`src/rtl/fifo_arb_n.sv`:
```
// fifo_arb_n: shares one byte-stream transport FIFO pair (FWFT rx, tx) between NCH clients.
//   TX: packet-atomic round-robin arbitration. RX: demux by channel field in each header byte.
//   Optional macro ARB_TIMEOUT_EN: force-release a grant after TIMEOUT idle cycles.
// Ports:
//   CLK, RESETn            clock, async active-low reset
//   com_rden/rdempty/rddata  rx transport fifo (FWFT head)
//   com_wren/wrfull/wrdata   tx transport fifo
//   c_req/c_wren/c_wrlast/c_wrdata/c_wrfull  per-client tx side (data packed i*DW)
//   c_rden/c_rdempty/c_rddata                per-client rx side (data shared)
//   drop_cnt               headers with an unknown channel (saturating)
//   tx_timeout             sticky: a grant was force-released
module fifo_arb_n #(
    parameter int NCH = 4,
    parameter int DW = 8,
    parameter int TIMEOUT = 255
) (
    input  logic              CLK,
    input  logic              RESETn,
    output logic              com_rden,
    input  logic              com_rdempty,
    input  logic [DW-1:0]     com_rddata,
    output logic              com_wren,
    input  logic              com_wrfull,
    output logic [DW-1:0]     com_wrdata,
    input  logic [NCH-1:0]    c_req,
    input  logic [NCH-1:0]    c_wren,
    input  logic [NCH-1:0]    c_wrlast,
    input  logic [NCH*DW-1:0] c_wrdata,
    output logic [NCH-1:0]    c_wrfull,
    input  logic [NCH-1:0]    c_rden,
    output logic [NCH-1:0]    c_rdempty,
    output logic [DW-1:0]     c_rddata,
    output logic [15:0]       drop_cnt,
    output logic              tx_timeout
);
    localparam int CHW = $clog2(NCH);
    localparam int LW = DW - CHW;
    localparam int NCV = 1 << CHW;
    // Channel codes that map to a real client; the rest are discarded.
    localparam logic [NCV-1:0] CH_OK = NCV'((64'd1 << NCH) - 64'd1);

    typedef enum logic {TX_IDLE, TX_GRANT} tx_t;
    typedef enum logic [1:0] {RX_HDR, RX_BODY, RX_DROP} rx_t;

    tx_t tx_st, tx_nx;
    rx_t rx_st, rx_nx;
    logic [CHW-1:0] gnt, last, pick, idx, rx_ch, hd_ch;
    logic [LW-1:0] rx_cnt, hd_len;
    logic pick_ok, wr_acc, tx_done, tx_force, hd_ok, pop;

    // Round-robin search: lowest offset from last+1 wins.
    always_comb begin
        pick = last;
        pick_ok = 1'b0;
        idx = last;
        for (int k = NCH; k >= 1; k--) begin
            idx = CHW'((int'(last) + k) % NCH);
            if (c_req[idx]) begin
                pick = idx;
                pick_ok = 1'b1;
            end
        end
    end

    always_ff @(posedge CLK or negedge RESETn) begin
        if (!RESETn) begin
            tx_st <= TX_IDLE;
            gnt <= '0;
            last <= CHW'(NCH - 1);
        end else begin
            tx_st <= tx_nx;
            if (tx_st == TX_IDLE && pick_ok) gnt <= pick;
            if (tx_st == TX_GRANT && tx_nx == TX_IDLE) last <= gnt;
        end
    end

    always_comb
        tx_nx = (tx_st == TX_IDLE) ? (pick_ok ? TX_GRANT : TX_IDLE)
                                   : ((tx_done || tx_force) ? TX_IDLE : TX_GRANT);

    always_comb begin
        wr_acc = (tx_st == TX_GRANT) & c_wren[gnt] & ~com_wrfull;
        tx_done = wr_acc & c_wrlast[gnt];
        com_wren = wr_acc;
        com_wrdata = c_wrdata[gnt*DW +: DW];
        c_wrfull = (tx_st == TX_GRANT) ? (~(NCH'(1) << gnt) | {NCH{com_wrfull}}) : '1;
    end

`ifdef ARB_TIMEOUT_EN
    localparam int TW = $clog2(TIMEOUT + 1);
    logic [TW-1:0] idle_cnt;

    // Only cycles where the transport could have taken a byte count as idle.
    assign tx_force = (tx_st == TX_GRANT) & ~wr_acc & ~com_wrfull & (idle_cnt == TW'(TIMEOUT - 1));

    always_ff @(posedge CLK or negedge RESETn) begin
        if (!RESETn) begin
            idle_cnt <= '0;
            tx_timeout <= 1'b0;
        end else begin
            idle_cnt <= (tx_st != TX_GRANT || wr_acc || tx_force) ? '0
                      : (com_wrfull ? idle_cnt : idle_cnt + TW'(1));
            if (tx_force) tx_timeout <= 1'b1;
        end
    end
`else
    assign tx_force = 1'b0;
    assign tx_timeout = 1'b0;
`endif

    assign hd_ch = com_rddata[DW-1 -: CHW];
    assign hd_len = com_rddata[LW-1:0];
    assign hd_ok = CH_OK[hd_ch];

    always_ff @(posedge CLK or negedge RESETn) begin
        if (!RESETn) begin
            rx_st <= RX_HDR;
            rx_ch <= '0;
            rx_cnt <= '0;
            drop_cnt <= '0;
        end else begin
            rx_st <= rx_nx;
            if (pop && rx_st == RX_HDR) begin
                rx_ch <= hd_ch;
                rx_cnt <= hd_len;
                if (!hd_ok && drop_cnt != 16'hFFFF) drop_cnt <= drop_cnt + 16'd1;
            end else if (pop) begin
                rx_cnt <= rx_cnt - LW'(1);
            end
        end
    end

    always_comb begin
        rx_nx = rx_st;
        if (pop && rx_st == RX_HDR)
            rx_nx = (hd_len == '0) ? RX_HDR : (hd_ok ? RX_BODY : RX_DROP);
        else if (pop && rx_cnt == LW'(1))
            rx_nx = RX_HDR;
    end

    // A header for an unknown channel is popped by the arbiter itself.
    always_comb begin
        pop = 1'b0;
        c_rdempty = '1;
        case (rx_st)
            RX_HDR: begin
                pop = ~com_rdempty & (~hd_ok | c_rden[hd_ch]);
                c_rdempty = (~com_rdempty & hd_ok) ? ~(NCH'(1) << hd_ch) : '1;
            end
            RX_BODY: begin
                pop = ~com_rdempty & c_rden[rx_ch];
                c_rdempty = com_rdempty ? '1 : ~(NCH'(1) << rx_ch);
            end
            default: pop = ~com_rdempty;
        endcase
    end

    assign com_rden = pop;
    assign c_rddata = com_rddata;
endmodule
```
`config.mk`:
```
export PLATFORM = sky130hd
export DESIGN_NAME = fifo_arb_n
export DESIGN_NICKNAME = d
export VERILOG_FILES = /design/src/rtl/fifo_arb_n.sv
export SDC_FILE = /design/constraint.sdc
export NUM_CORES = 1
export LEC_CHECK = 0
export CAP_MARGIN = 10
export CORE_MARGIN = 8
export CORE_UTILIZATION = 36
export CTS_CLUSTER_DIAMETER = 150
export DETAILED_ROUTE_END_ITERATION = 16
export PLACE_DENSITY = 0.89
export SYNTH_ARGS = -nofsm -noshare
export SYNTH_HDL_FRONTEND = slang
export SYNTH_SLANG_ARGS = --single-unit
```
`constraint.sdc`:
```
create_clock -name CLK -period 2.5 [get_ports CLK]
set_clock_uncertainty 0.05 [all_clocks]
set_input_delay 0.5 -clock CLK [delete_from_list [all_inputs] [get_ports CLK]]
set_output_delay 0.5 -clock CLK [all_outputs]
set_load 0.05 [all_outputs]
```
==> run metrics <==
Layout fillers=about 330; Synth Warn #=0; initial antenna violation count=0; first-pass GRT wire length=~7500 um; Detailed Route Iter0 Violations=58; total track usage=approximately 15%; die footprint=about 6500 um^2; Hold Crit Class=reg -> reg; Least-Margin Pin Slew=about 600 ps; crit path kind=in -> out; Post-CTS Setup Inserts=0; antenna cells=0; CP startpoint=com_rddata[7]; flop2flop setup slack=610 ps; net switching power=948.1 uW; crit path to=c_rdempty[1]; start of the worst register-to-register path=rx_ch[0]; Worst-Skew Late Latency=~240 ps; pre-CTS WS=-74.55 ps; Die Y=about 80 um; CTS resizes=1; RSZ-0062 raised after global routing=false; DRC Markers=0; drt first pass iters=4; Netlist cell types=42; average wire per standard cell=16.76 um; Die Wd=roughly 80 um; Row Count=23; # port buffers=between 80 and 90; largest net degree at the start of global routing=17; # placed instances=284; Max VDD drop=between 0.3 and 0.4 mV; Flop pwr share=22.9%; TritonCTS clock tree=done; Critical Path RT=roughly 2000 ps; Post-Syn Instances=~160; Initial Utilization=approximately 37%; Root Buffer=clkbuf_8; Final period util=96.90%; f_max=slightly above 400 MHz; Remaining Overflow, GRT=0; clock sink total=14; GPL Wtd Cong=0.8816; worst r2r path cells=4; Final Max Tran Viols=0; clock slew at reported path FFs=50 ps; final hold vios=0; internal power=between 1000 and 1500 uW; Cell Pwr Density=~820 nW/um^2; Max clock buf depth=2; layout-stage area growth over the synthesis result=62.62%; I/O pins=~100; Worst EP arrival=~1900 ps; busiest layer in global routing=met2; detailed placer's ending HPWL=roughly 4200 um; EDFF count, synth=0; syn_area_per_cell=between 9 and 10 um^2; Nets=301; vias=between 1000 and 1500; DRT antenna net count=0; synthesized flop and latch total=14; combinational power share=around two thirds; Via density=approximately 5.2; predominant post-synthesis flop cell=dfrtp_1; cts hold-fix bufs=0; Max-Slew Margin vs Limit=60.56%; post-synthesis sequential area ratio=between 20% and 30%; Worst setup SP type=primary input; ys async rst share=100.0%; CTS buffer count=3; outcome=complete, no violations; drt total wl=4826 um; Pleak=between 0.001 and 0.0015 uW; M2 GR Usage=between 20% and 30%; Post-Syn Area=between 1000 and 1500 um^2; met1 Track Usage GR=between 10% and 20%; CP Max Fanout=6; non-filler cells, final=between 200 and 300; worst setup margin=77.46 ps; Critical Path End Type=primary output; clock share of power=9.1%; Final setup violation count=0; vias in the first global route=~1500; reg-to-reg endpoint=rx_cnt[5]; Max-cap violations=0; H-Tree Level Count=1; Sw Ratio=a little under half; Final Critical Period=around 2400 ps; layout cells sized above 1=between 20% and 30%; GR Util met3=just over 4%; Placeable Area=~4000 um^2; worst hold slack=between 400 and 500 ps
-- metal layers --
layer	wire [um]	vias up	share of wire [%]
met5	0	-	0
met4	23	0	0.48
met3	422	4	8.7
met2	2504	76	52
met1	1876	706	39
li1	-	699	-
-- critical path: stages --
cell and delay (ps):
clkdlybuf4s50_1 510, or3b_2 490, a21o_1 180, buf_4 180
-- through the flow --
| step | utilization [%] | total power [uW] | TNS, ps | cell area [um^2] |
|---|---|---|---|---|
| after detailed placement | 59.59 | 1818 | -74.55 | 2384 |
| after floorplan | - | 1403 | 0 | 1556 |
| after CTS | 60.68 | 2009 | 0 | 2427 |
| after global routing | 60.68 | 2111 | 0 | 2427 |
| final | 60.68 | 1990 | 0 | 2427 |
| after global placement | 59.59 | 1781 | -39.88 | 2384 |
-- worst min-delay path by stage --
stage	from	endpoint	depth (start not counted)	slack, ps
after floorplan	RESETn	gnt[0]	0	150
after global placement	rx_cnt[4]	rx_cnt[4]	1	450
after detailed placement	rx_cnt[4]	rx_cnt[4]	1	460
after CTS	rx_cnt[4]	rx_cnt[4]	1	470
after global routing	rx_cnt[4]	rx_cnt[4]	1	510
final	rx_cnt[4]	rx_cnt[4]	1	470
-- flip-flops by register name, indices dropped and copies added, names as in the netlist --
name / count
rx_cnt: 6
last: 2
rx_st: 1
gnt: 2
tx_st: 1
rx_ch: 2
-- power groups by stage --
stage / Sequential, uW / Combinational [uW] / Clock (uW)
3_5_place_dp: 459 / 1360 / 0
3_3_place_gp: 455 / 1330 / 0
6_report: 456 / 1350 / 181
2_1_floorplan: 379 / 1020 / 0
5_1_grt: 477 / 1430 / 203
4_1_cts: 456 / 1360 / 192
-- Yosys cell counts, types with 2 or more instances --
cell type / number / share of area, %
clkbuf_1: 5 / 1.3
a2bb2oi_1: 2 / 1.2
a31oi_1: 3 / 1.3
or2_2: 2 / 0.84
nand4b_1: 2 / 1.2
nor2_1: 13 / 3.3
mux2i_1: 3 / 2.0
nor3b_1: 2 / 1.0
nand3b_1: 2 / 1.0
a21o_1: 2 / 1.0
ha_1: 2 / 1.7
dfstp_2: 2 / 3.5
inv_1: 6 / 1.5
o22a_1: 5 / 2.9
mux2_2: 6 / 4.5
nor3_1: 3 / 1.0
a41oi_1: 2 / 1.2
dfrtp_1: 12 / 20
buf_4: 26 / 13
a21oi_1: 11 / 3.7
nand2_1: 9 / 2.3
nor4_1: 2 / 0.84
mux4_2: 12 / 18
nand2b_1: 5 / 2.1
-- cells in the final DEF (no fill, tap or decap), types with 3 or more instances in the layout --
master,synthesis,final
buf_4,26,26
inv_1,6,6
conb_1,1,17
nand2b_1,5,5
dfrtp_1,12,12
mux4_2,12,12
nand2_1,9,9
nor2_1,13,13
mux2i_1,3,3
a31oi_1,3,3
a21oi_1,11,10
clkbuf_8,0,3
mux2_2,6,6
buf_12,0,11
nor3_1,3,3
o22a_1,5,5
clkdlybuf4s50_1,0,58
-- final cells by class --
type / count / area, um^2 / share of cell area, %
clock buffer: 4 / 45.04 / 1.856
inverter: 6 / 22.52 / 0.9278
multi-input combinational: 118 / 939.7 / 38.71
sequential: 14 / 352.8 / 14.54
tap: 50 / 62.56 / 2.577
timing repair buffer: 96 / 1005 / 41.39
-- cells by family (layout without fill, tap and decap cells) --
logic type | Yosys count | after routing | synth area share (%)
simple gates | 48 | 48 | 17.60
other cells | 1 | 17 | 0.2512
fa+ha+maj | 2 | 2 | 1.676
buf+inv | 41 | 106 | 17.69
compound gates | 29 | 29 | 13.50
flops | 14 | 14 | 23.64
mux | 22 | 22 | 25.65
Note: power is estimated with default switching activity, not from simulation.
